[src/rtl/microwave_pkg.sv]
// Shared types for the magnetron sequencer: FSM state encoding.
package microwave_pkg;

    localparam int unsigned STATE_W = 2;

    typedef enum logic [STATE_W-1:0] {
        IDLE  = 2'd0,
        COOK  = 2'd1,
        PAUSE = 2'd2,
        DONE  = 2'd3
    } state_t;

endpackage

[src/rtl/duty_window.sv]
// Power duty window: counts one-second ticks modulo POWER_LEVELS and
// reports whether the current second falls inside the on-portion.
module duty_window
    import microwave_pkg::*;
#(
    parameter int unsigned POWER_LEVELS = 10
) (
    input  logic                                 clk,
    input  logic                                 rst,
    input  logic                                 tick,
    input  logic                                 clr,
    input  logic [$clog2(POWER_LEVELS + 1)-1:0]  power,
    output logic                                 on
);

    localparam int unsigned LVL_W    = $clog2(POWER_LEVELS + 1);
    localparam int unsigned WIN_W    = (POWER_LEVELS > 1) ? $clog2(POWER_LEVELS) : 1;
    localparam int unsigned WIN_LAST = POWER_LEVELS - 1;
    localparam int unsigned CMP_W    = ((WIN_W > LVL_W) ? WIN_W : LVL_W) + 1;

    logic [WIN_W-1:0] win_q;

    // Window position advances once per second and wraps at POWER_LEVELS.
    always_ff @(posedge clk) begin
        if (rst) begin
            win_q <= '0;
        end else if (clr) begin
            win_q <= '0;
        end else if (tick) begin
            win_q <= (win_q == WIN_W'(WIN_LAST)) ? '0 : win_q + WIN_W'(1);
        end
    end

    // On for the first 'power' seconds of each window.
    assign on = (CMP_W'(win_q) < CMP_W'(power));

endmodule

[src/rtl/magnetron_sequencer.sv]
// Microwave magnetron sequencer: button edge detection, cook/pause/done
// FSM, one-second timebase, countdown and duty-cycled magnetron enable.
// Optional feature macro: MAGNETRON_DONE_BEEP_EN adds a 'beep' output that
// sounds for one second on reaching DONE.
module magnetron_sequencer
    import microwave_pkg::*;
#(
    parameter int unsigned TIME_W       = 16,
    parameter int unsigned POWER_LEVELS = 10,
    parameter int unsigned TICK_DIV     = 1000,
    parameter int unsigned PW           = $clog2(POWER_LEVELS + 1)
) (
    input  logic              clk,
    input  logic              rst,
    input  logic              startn,
    input  logic              stopn,
    input  logic              clearn,
    input  logic              door_closed,
    input  logic [TIME_W-1:0] time_load,
    input  logic [PW-1:0]     power_sel,
    output logic              Q,
`ifdef MAGNETRON_DONE_BEEP_EN
    output logic              beep,
`endif
    output logic [1:0]        state,
    output logic [TIME_W-1:0] time_left,
    output logic              done
);

    localparam int unsigned TK_W      = $clog2(TICK_DIV);
    localparam int unsigned TICK_LAST = TICK_DIV - 1;
    localparam int unsigned LVL_W     = $clog2(POWER_LEVELS + 1);

    state_t            state_q;
    state_t            state_d;
    logic              start_q, start_prev;
    logic              stop_q, stop_prev;
    logic              clear_q, clear_prev;
    logic              start_press, stop_press, clear_press;
    logic [TK_W-1:0]   tick_q;
    logic [PW-1:0]     power_q;
    logic [PW-1:0]     power_sat;
    logic              load;
    logic              run;
    logic              tick;
    logic              win_clr;
    logic              win_on;

    // Button history: released (1) out of reset so nothing fires right after.
    always_ff @(posedge clk) begin
        if (rst) begin
            start_q    <= 1'b1;
            start_prev <= 1'b1;
            stop_q     <= 1'b1;
            stop_prev  <= 1'b1;
            clear_q    <= 1'b1;
            clear_prev <= 1'b1;
        end else begin
            start_q    <= startn;
            start_prev <= start_q;
            stop_q     <= stopn;
            stop_prev  <= stop_q;
            clear_q    <= clearn;
            clear_prev <= clear_q;
        end
    end

    assign start_press = start_prev & ~start_q;
    assign stop_press  = stop_prev  & ~stop_q;
    assign clear_press = clear_prev & ~clear_q;

    assign power_sat = (32'(power_sel) > 32'(POWER_LEVELS)) ? PW'(POWER_LEVELS) : power_sel;

    // State register.
    always_ff @(posedge clk) begin
        if (rst) begin
            state_q <= IDLE;
        end else begin
            state_q <= state_d;
        end
    end

    // Next state and datapath controls; priority clear > door > stop > start.
    always_comb begin
        state_d = state_q;
        load    = 1'b0;
        run     = 1'b0;
        tick    = 1'b0;
        if (clear_press) begin
            state_d = IDLE;
        end else begin
            case (state_q)
                IDLE: begin
                    if (start_press && door_closed && (time_load != '0)) begin
                        state_d = COOK;
                        load    = 1'b1;
                    end
                end
                COOK: begin
                    if (!door_closed || stop_press) begin
                        state_d = PAUSE;
                    end else begin
                        run = 1'b1;
                        if (tick_q == TK_W'(TICK_LAST)) begin
                            tick = 1'b1;
                            if (time_left == TIME_W'(1)) begin
                                state_d = DONE;
                            end
                        end
                    end
                end
                PAUSE: begin
                    if (!door_closed) begin
                        state_d = PAUSE;
                    end else if (stop_press) begin
                        state_d = IDLE;
                    end else if (start_press) begin
                        state_d = COOK;
                    end
                end
                DONE: begin
                    if (!door_closed || stop_press || start_press) begin
                        state_d = IDLE;
                    end
                end
                default: state_d = IDLE;
            endcase
        end
    end

    // Counters restart on a fresh load and whenever the FSM returns to IDLE.
    assign win_clr = load || (state_d == IDLE);

    // One-second timebase; frozen outside COOK.
    always_ff @(posedge clk) begin
        if (rst) begin
            tick_q <= '0;
        end else if (win_clr) begin
            tick_q <= '0;
        end else if (run) begin
            tick_q <= tick ? '0 : tick_q + TK_W'(1);
        end
    end

    // Remaining time: loaded on start, decremented per second, zero in IDLE/DONE.
    always_ff @(posedge clk) begin
        if (rst) begin
            time_left <= '0;
        end else if ((state_d == IDLE) || (state_d == DONE)) begin
            time_left <= '0;
        end else if (load) begin
            time_left <= time_load;
        end else if (tick && (time_left != '0)) begin
            time_left <= time_left - TIME_W'(1);
        end
    end

    // Latched power level, saturated to POWER_LEVELS.
    always_ff @(posedge clk) begin
        if (rst) begin
            power_q <= '0;
        end else if (load) begin
            power_q <= power_sat;
        end
    end

    // Done flag tracks the DONE state.
    always_ff @(posedge clk) begin
        if (rst) begin
            done <= 1'b0;
        end else begin
            done <= (state_d == DONE);
        end
    end

    duty_window #(
        .POWER_LEVELS (POWER_LEVELS)
    ) u_duty_window (
        .clk   (clk),
        .rst   (rst),
        .tick  (tick),
        .clr   (win_clr),
        .power (LVL_W'(power_q)),
        .on    (win_on)
    );

    assign state = state_q;

    // Door interlock is combinational so Q drops the cycle the door opens.
    assign Q = (state_q == COOK) && win_on && door_closed;

`ifdef MAGNETRON_DONE_BEEP_EN
    logic [TK_W-1:0] beep_cnt;

    // One-second beep from DONE entry; cut short if DONE is left.
    always_ff @(posedge clk) begin
        if (rst) begin
            beep     <= 1'b0;
            beep_cnt <= '0;
        end else if (state_d != DONE) begin
            beep     <= 1'b0;
            beep_cnt <= '0;
        end else if (state_q != DONE) begin
            beep     <= 1'b1;
            beep_cnt <= TK_W'(TICK_LAST);
        end else if (beep) begin
            if (beep_cnt == '0) begin
                beep <= 1'b0;
            end else begin
                beep_cnt <= beep_cnt - TK_W'(1);
            end
        end
    end
`endif

endmodule
[config.mk]
export PLATFORM = sky130hd
export DESIGN_NAME = magnetron_sequencer
export DESIGN_NICKNAME = d
export VERILOG_FILES = /design/src/rtl/microwave_pkg.sv /design/src/rtl/duty_window.sv /design/src/rtl/magnetron_sequencer.sv
export SDC_FILE = /design/constraint.sdc
export NUM_CORES = 1
export LEC_CHECK = 0
export ABC_AREA = 1
export CELL_PAD_IN_SITES_DETAIL_PLACEMENT = 0
export CELL_PAD_IN_SITES_GLOBAL_PLACEMENT = 2
export CORE_MARGIN = 5
export CORE_UTILIZATION = 28
export DETAILED_ROUTE_END_ITERATION = 7
export GPL_ROUTABILITY_DRIVEN = 0
export PLACE_DENSITY_LB_ADDON = 0.05
export SYNTH_ARGS = -nofsm -noshare
export SYNTH_HDL_FRONTEND = slang
export SYNTH_HIERARCHICAL = 1
export SYNTH_SLANG_ARGS = --single-unit
[constraint.sdc]
create_clock -name clk -period 2.5 [get_ports clk]
set_clock_uncertainty 0.2 [all_clocks]
set_input_delay 0.5 -clock clk [delete_from_list [all_inputs] [get_ports clk]]
set_output_delay 0.5 -clock clk [all_outputs]
set_load 0.01 [all_outputs]
* Yosys cells after proc, flatten, opt, wreduce, memory -nomap -nowiden *
Cells that the tools add are included.

word-level totals
  register bits after elaboration = 43
  latch bits = 0
  RAM bits = 0
  bits in read-only memories = 0
  input bits = 26
  output and inout bits = 20
  logic and storage cells = 72
  memories kept = 0

cells by class
  add/subtract/negate cells = 3
  $mul = 0
  divide/modulo/power cells = 0
  $lt $le $gt $ge = 2
  equality and inequality tests = 7
  shifts and indexed selects = 0
  mux-type cells = 25
  bitwise operators = 6
  reduce and logical (&&, ||, !) cells = 17

operator list
  cell                     count
  $mux W16                 2
  $reduce_bool A16 Y1      2
  $mux W2                  9
  $eq A16 B1 Y1 const B    1
  $sub A16 B1 Y16 const B  1
  $add A10 B1 Y10 const B  1
  $eq A10 B10 Y1 const B   1
  $mux W1                  10
  $mux W10                 1
  $mux W4                  2
  $pmux W2 S4              1
  $eq A2 B2 Y1 const B     3
  $logic_and A1 B1 Y1      5
  $add A4 B1 Y4 const B    1
  $eq A4 B4 Y1 const B     1
  $gt A4 B4 Y1 const B     1
  $logic_not A2 Y1         2
  $logic_or A1 B1 Y1       4
  $lt A4 B4 Y1             1
  $reduce_or A2 Y1         2
  $and A1 B1 Y1            3
  $not A1 Y1               3
  $eq A2 B1 Y1 const B     1
  $reduce_bool A2 Y1       1
  $logic_not A1 Y1         1

* Longest topological paths before layout *
  word-level depth = 10
  mapped depth = 16
  gate-level depth less buffers = 16

* By module *
Netlist, hierarchy kept.

by module, submodules not included
  module               times used  cells each  area an instance (µm²)  seq. area each (µm²)
  magnetron_sequencer  1           382         2,438.6                 780.7
  duty_window          1           40          274.0                   80.1

* Least setup slack after synthesis *
OpenSTA, ideal clock, no wires.

  path kind = input -> register
  start = in door_closed
  end = reg time_left[10]
  setup time = 0.073 ns
  data arrival time = 1.989 ns
  data required time = 2.227 ns
  setup slack = 0.238 ns
  stages = 12
  buffers on the path = 2
  cell sequence = nand4_1 -> nor2_2 -> nand2_4 -> buf_4 -> nand2_1 -> inv_1 -> ha_1 -> nand2_1 -> inv_1 -> buf_2 -> o21ai_0 -> nor3_2

between the ends
  longest elaborated chain between the ends = 9
  elaborated cells on any way between the ends = 24
  those cells by class = 1 x eq/ne; 13 x mux; 10 x reduce/logical

RTL lines
  item                                                     line                                                    source
  start: declaration                                       magnetron_sequencer.sv:18                               input logic door_closed,
  $logic_not A1 Y1                                         magnetron_sequencer.sv:100, magnetron_sequencer.sv:122
  $logic_or A1 B1 Y1                                       magnetron_sequencer.sv:100, magnetron_sequencer.sv:122
  $logic_or A1 B1 Y1                                       magnetron_sequencer.sv:122                              if (!door_closed || stop_press || start_press) begin
  $mux W2                                                  magnetron_sequencer.sv:122
  $pmux W2 S4 *                                            magnetron_sequencer.sv:92                               case (state_q)
  $mux W2 *                                                magnetron_sequencer.sv:89                               if (clear_press) begin
  named net state_d[0]                                     magnetron_sequencer.sv:35                               state_t state_d;
  $eq A2 B2 Y1 / $logic_not A2 Y1 (equally long branches)  magnetron_sequencer.sv:149                              end else if ((state_d == IDLE) || (state_d == DONE)) begin
  $logic_or A1 B1 Y1 *                                     magnetron_sequencer.sv:149
  $reduce_or A2 Y1 (no source line) *                      -
  end signal: assignment                                   magnetron_sequencer.sv:152                              time_left <= time_load;
  end signal: assignment                                   magnetron_sequencer.sv:154                              time_left <= time_left - TIME_W'(1);
  end: declaration                                         magnetron_sequencer.sv:26                               output logic [TIME_W-1:0] time_left,

Mark *: on every way through the listed nets, which the timed path passes. The rest lies on a longest branch.
A chain may end at the register's enable or synchronous reset.

* Final worst setup path *
  start = in time_load[8]
  end = reg time_left[2]

between the ends
  longest elaborated chain between the ends = 8
  elaborated cells on any way between the ends = 14
  those cells by class = 1 x eq/ne; 7 x mux; 6 x reduce/logical

RTL lines
  item                                                     line                        source
  start: declaration                                       magnetron_sequencer.sv:19   input logic [TIME_W-1:0] time_load,
  $reduce_bool A16 Y1 *                                    magnetron_sequencer.sv:94   if (start_press && door_closed && (time_load != '0)) begin
  $logic_and A1 B1 Y1 *                                    magnetron_sequencer.sv:94
  $mux W2 *                                                magnetron_sequencer.sv:94
  $pmux W2 S4 *                                            magnetron_sequencer.sv:92
  $mux W2 *                                                magnetron_sequencer.sv:89
  named net state_d[0]                                     magnetron_sequencer.sv:35
  $eq A2 B2 Y1 / $logic_not A2 Y1 (equally long branches)  magnetron_sequencer.sv:149
  $logic_or A1 B1 Y1 *                                     magnetron_sequencer.sv:149
  $reduce_or A2 Y1 (no source line) *                      -

Marks and branches as above.

==> impl_metrics.sql <==
INSERT INTO impl_metrics (metric_group, metric, value, unit) VALUES
('outcome', 'run_status', 'finished, final reports clean', ''),
('global_route', 'grt_util_all_layers', '15.3', '%'),
('yosys', 'synth_top_cells_by_count', '94 x sky130_fd_sc_hd__nand2_1, 80 x sky130_fd_sc_hd__nor2_1, 58 x sky130_fd_sc_hd__inv_1', ''),
('layout', 'final_util', '41.6', '%'),
('die', 'floorplan.die.height', '108', 'um'),
('die', 'placeableCoreArea', '9590', 'um2'),
('pwr', 'pwr_density_cell', '358', 'nW/um2'),
('yosys', 'ys_seq_area_share', '31.7', '%'),
('min_path', 'hold_path_startpoint', 'stop_q', ''),
('setup_path', 'r2r_setup_slack', '210', 'ps'),
('yosys', 'synth-edff-count', '0', ''),
('layout', 'fillers', '1059', ''),
('clock_network', 'clock_tree.buffer_depth', '2', ''),
('route', 'number_of_remaining_drc_errors', '0', ''),
('clock_network', 'clk_root_buffer_cell', 'sky130_fd_sc_hd__clkbuf_8', ''),
('route', 'detail_route.wirelength', '8.44', 'mm'),
('yosys', 'synth_async_sr_flop_share', '0', '%'),
('setup_path', 'cell_with_the_biggest_individual_delay_on_the_critical_path', 'sky130_fd_sc_hd__clkdlybuf4s50_1', ''),
('min_path', 'hold_crit_endpoint', 'stop_prev', ''),
('clock_network', 'cts_made_buffers', '5', ''),
('die', 'boundaryPins', '46', ''),
('yosys', 'synth_largest_area_cell', 'sky130_fd_sc_hd__dfxtp_1', ''),
('setup_path', 'critical_path.max_stage_delay', '430', 'ps'),
('timing', 'final.setup.tns', '0', 'ps'),
('timing', 'max_freq', '0.425', 'GHz'),
('timing', 'finalSetupViolCount', '0', ''),
('die', 'die-area', '11800', 'um2'),
('setup_path', 'worstPathCellList', 'clkdlybuf4s50_1 -> nor2_1 -> nand2_1 -> nor2_2 -> nand2_2 -> nand2_4 -> nand2_1 -> inv_2 -> ha_4 -> nand2_4 -> clkinvlp_4 -> buf_4 -> o21ai_0 -> nor2_1', ''),
('route', 'drt_first_iter_violations', '99', ''),
('yosys', 'synth_cells', '422', ''),
('setup_path', 'timing.critical_path.required', '2500', 'ps'),
('setup_path', 'setup.worst_path.end_class', 'flop', ''),
('yosys', 'synth.distinct_cells', '33', ''),
('yosys', 'synthMostInstantiatedCell', 'sky130_fd_sc_hd__nand2_1', ''),
('min_path', 'cells_on_worst_hold_path', '2', ''),
('yosys', 'synth_ff_type', 'sky130_fd_sc_hd__dfxtp_1', ''),
('route', 'drt_first_pass_iters', '4', ''),
('timing', 'max_slew_margin', '69.0', '%'),
('layout', 'finish.net_count', '569', ''),
('clock_network', 'cts_num_sinks', '43', ''),
('global_route', 'global_route_wire_length_before_repair', '14.1', 'mm'),
('setup_path', 'crit-reg2reg-launch', 'tick_q[0]', ''),
('timing', 'fin_hold_ws', '231', 'ps'),
('timing', 'period_needed', '2350', 'ps'),
('placement', 'preCtsSetupSlack', '-347', 'ps'),
('yosys', 'synth_top_area_share', '31.7', '%'),
('setup_path', 'timing.reg2reg.worst_path_depth', '14', ''),
('setup_path', 'timing.critical_path.from_type', 'input port', ''),
('yosys', 'synth_nets', '457', ''),
('pwr', 'ir_drop', '268', 'uV'),
('clock_network', 'tritoncts', 'built', ''),
('yosys', 'synth_area_leaders', 'sky130_fd_sc_hd__dfxtp_1 32%, sky130_fd_sc_hd__nand2_1 13%, sky130_fd_sc_hd__nor2_1 11%, sky130_fd_sc_hd__inv_1 8.0%, sky130_fd_sc_hd__nand3_1 7.9%', ''),
('route', 'ant_nets', '0', ''),
('yosys', 'synth.ff_latch_count', '43', ''),
('placement', 'hpwl', '6.73', 'mm'),
('min_path', 'holdCritPathClass', 'reg2reg', ''),
('timing', 'unrepaired_setup_endpoints_after_global_routing', 'no', ''),
('global_route', 'grt_antenna_before_repair', '0', ''),
('yosys', 'syn_area', '2710', 'um2'),
('timing', 'max_transition_viols_final', '0', ''),
('timing', 'timing.final.ws_setup', '149', 'ps'),
('die', 'fp-row-count', '36', ''),
('timing', 'period_share', '94.0', '%'),
('global_route', 'grt.overflow.total', '0', ''),
('layout', 'num_antenna_cells', '0', ''),
('clock_network', 'h-tree-depth', '2', ''),
('die', 'initial_utilization', '28.3', '%'),
('yosys', 'yosysWarningCount', '6', ''),
('setup_path', 'critical_path_arrival', '2350', 'ps'),
('global_route', 'via_count_of_the_first_global_routing_pass', '2886', ''),
('pwr', 'total_power', '1.43', 'mW');
cell type report:
type,instances,area [um2],area share [%]
Clock buffer,7,96.3,2.42
Clock inverter,1,7.51,0.188
Inverter,59,225,5.65
Multi-Input combinational cell,312,1650,41.4
Sequential cell,43,863,21.6
Tap cell,133,166,4.17
Timing Repair Buffer,112,971,24.3
Timing Repair inverter,1,7.51,0.188
cells by family after synthesis:
kind of cell               Yosys count  share of synthesized area, %
and+or+nand+nor                    263                          44.7
buffers and inverters               67                          10.3
DFF                                 43                          31.7
AOI/OAI and AO/OA                   30                          5.86
xor gates and xnor gates            10                          3.23
adders and majority gates            9                          4.15
stage by stage:
step	cells	instance area [um2]
detailed placement	656	3750
floorplan	422	2710
CTS	665	3880
global placement	656	3750
global route	668	3990
finish	668	3990
how the worst max path moves through the flow:
stage | endpoint | slack (ps) | startpoint
2_1_floorplan | time_left[10] | 240 | door_closed
3_3_place_gp | time_left[9] | -310 | door_closed
3_5_place_dp | time_left[11] | -350 | door_closed
4_1_cts | time_left[8] | 8 | tick_q[0]
5_1_grt | time_left[8] | 5 | time_load[8]
6_report | time_left[2] | 150 | time_load[8]
critical path: cells and delay by family:
family / cells / cell delay [ps]
AOI/OAI and AO/OA: 1 / 60
adders and majority gates: 1 / 210
buffers and inverters: 4 / 880
and+or+nand+nor: 8 / 690
metal layers:
layer / up-vias / global-route usage [%] / share of wire (%)
met5: - / 0 / 0
met4: 0 / 3.16 / 0.63
met3: 6 / 2.51 / 3.9
met2: 38 / 25.4 / 46
met1: 1305 / 20.9 / 49
li1: 1549 / - / -
sequential cells by signal, summed over array words and instances, names as in the netlist:
register,flops
tick_q,10
stop_q,1
clear_prev,1
u_duty_window/win_q,4
done,1
stop_prev,1
start_q,1
start_prev,1
clear_q,1
state,2
time_left,16
power_q,4
power breakdown:
group	leakage [nW]	internal (mW)	switching (mW)
clock network	0.0505	0.252	0.263
logic	1.43	0.110	0.104
registers	0.349	0.693	0.00447
cells in the final DEF, fill, tap and decap left out, drive strengths merged, types with 7 or more instances in the layout:
master,instances
nand3,44
clkdlybuf4s50,40
buf,67
inv,58
nand2,101
ha,9
clkbuf,8
xor2,8
or2,8
nor2,86
dfxtp,43
o21ai,12
nand4,7
a21oi,14
nor3,12
timing repair:
| item | in CTS | in global routing |
|---|---|---|
| setup buffers | 0 | 4 |
| resized for setup | 8 | 25 |
| pin swaps | 1 | 8 |
| cloned | 1 | 0 |
| setup endpoints to repair | 9 | 21 |
| hold endpoints to repair | 0 | 0 |
Note: power is estimated with default switching activity, not from simulation.
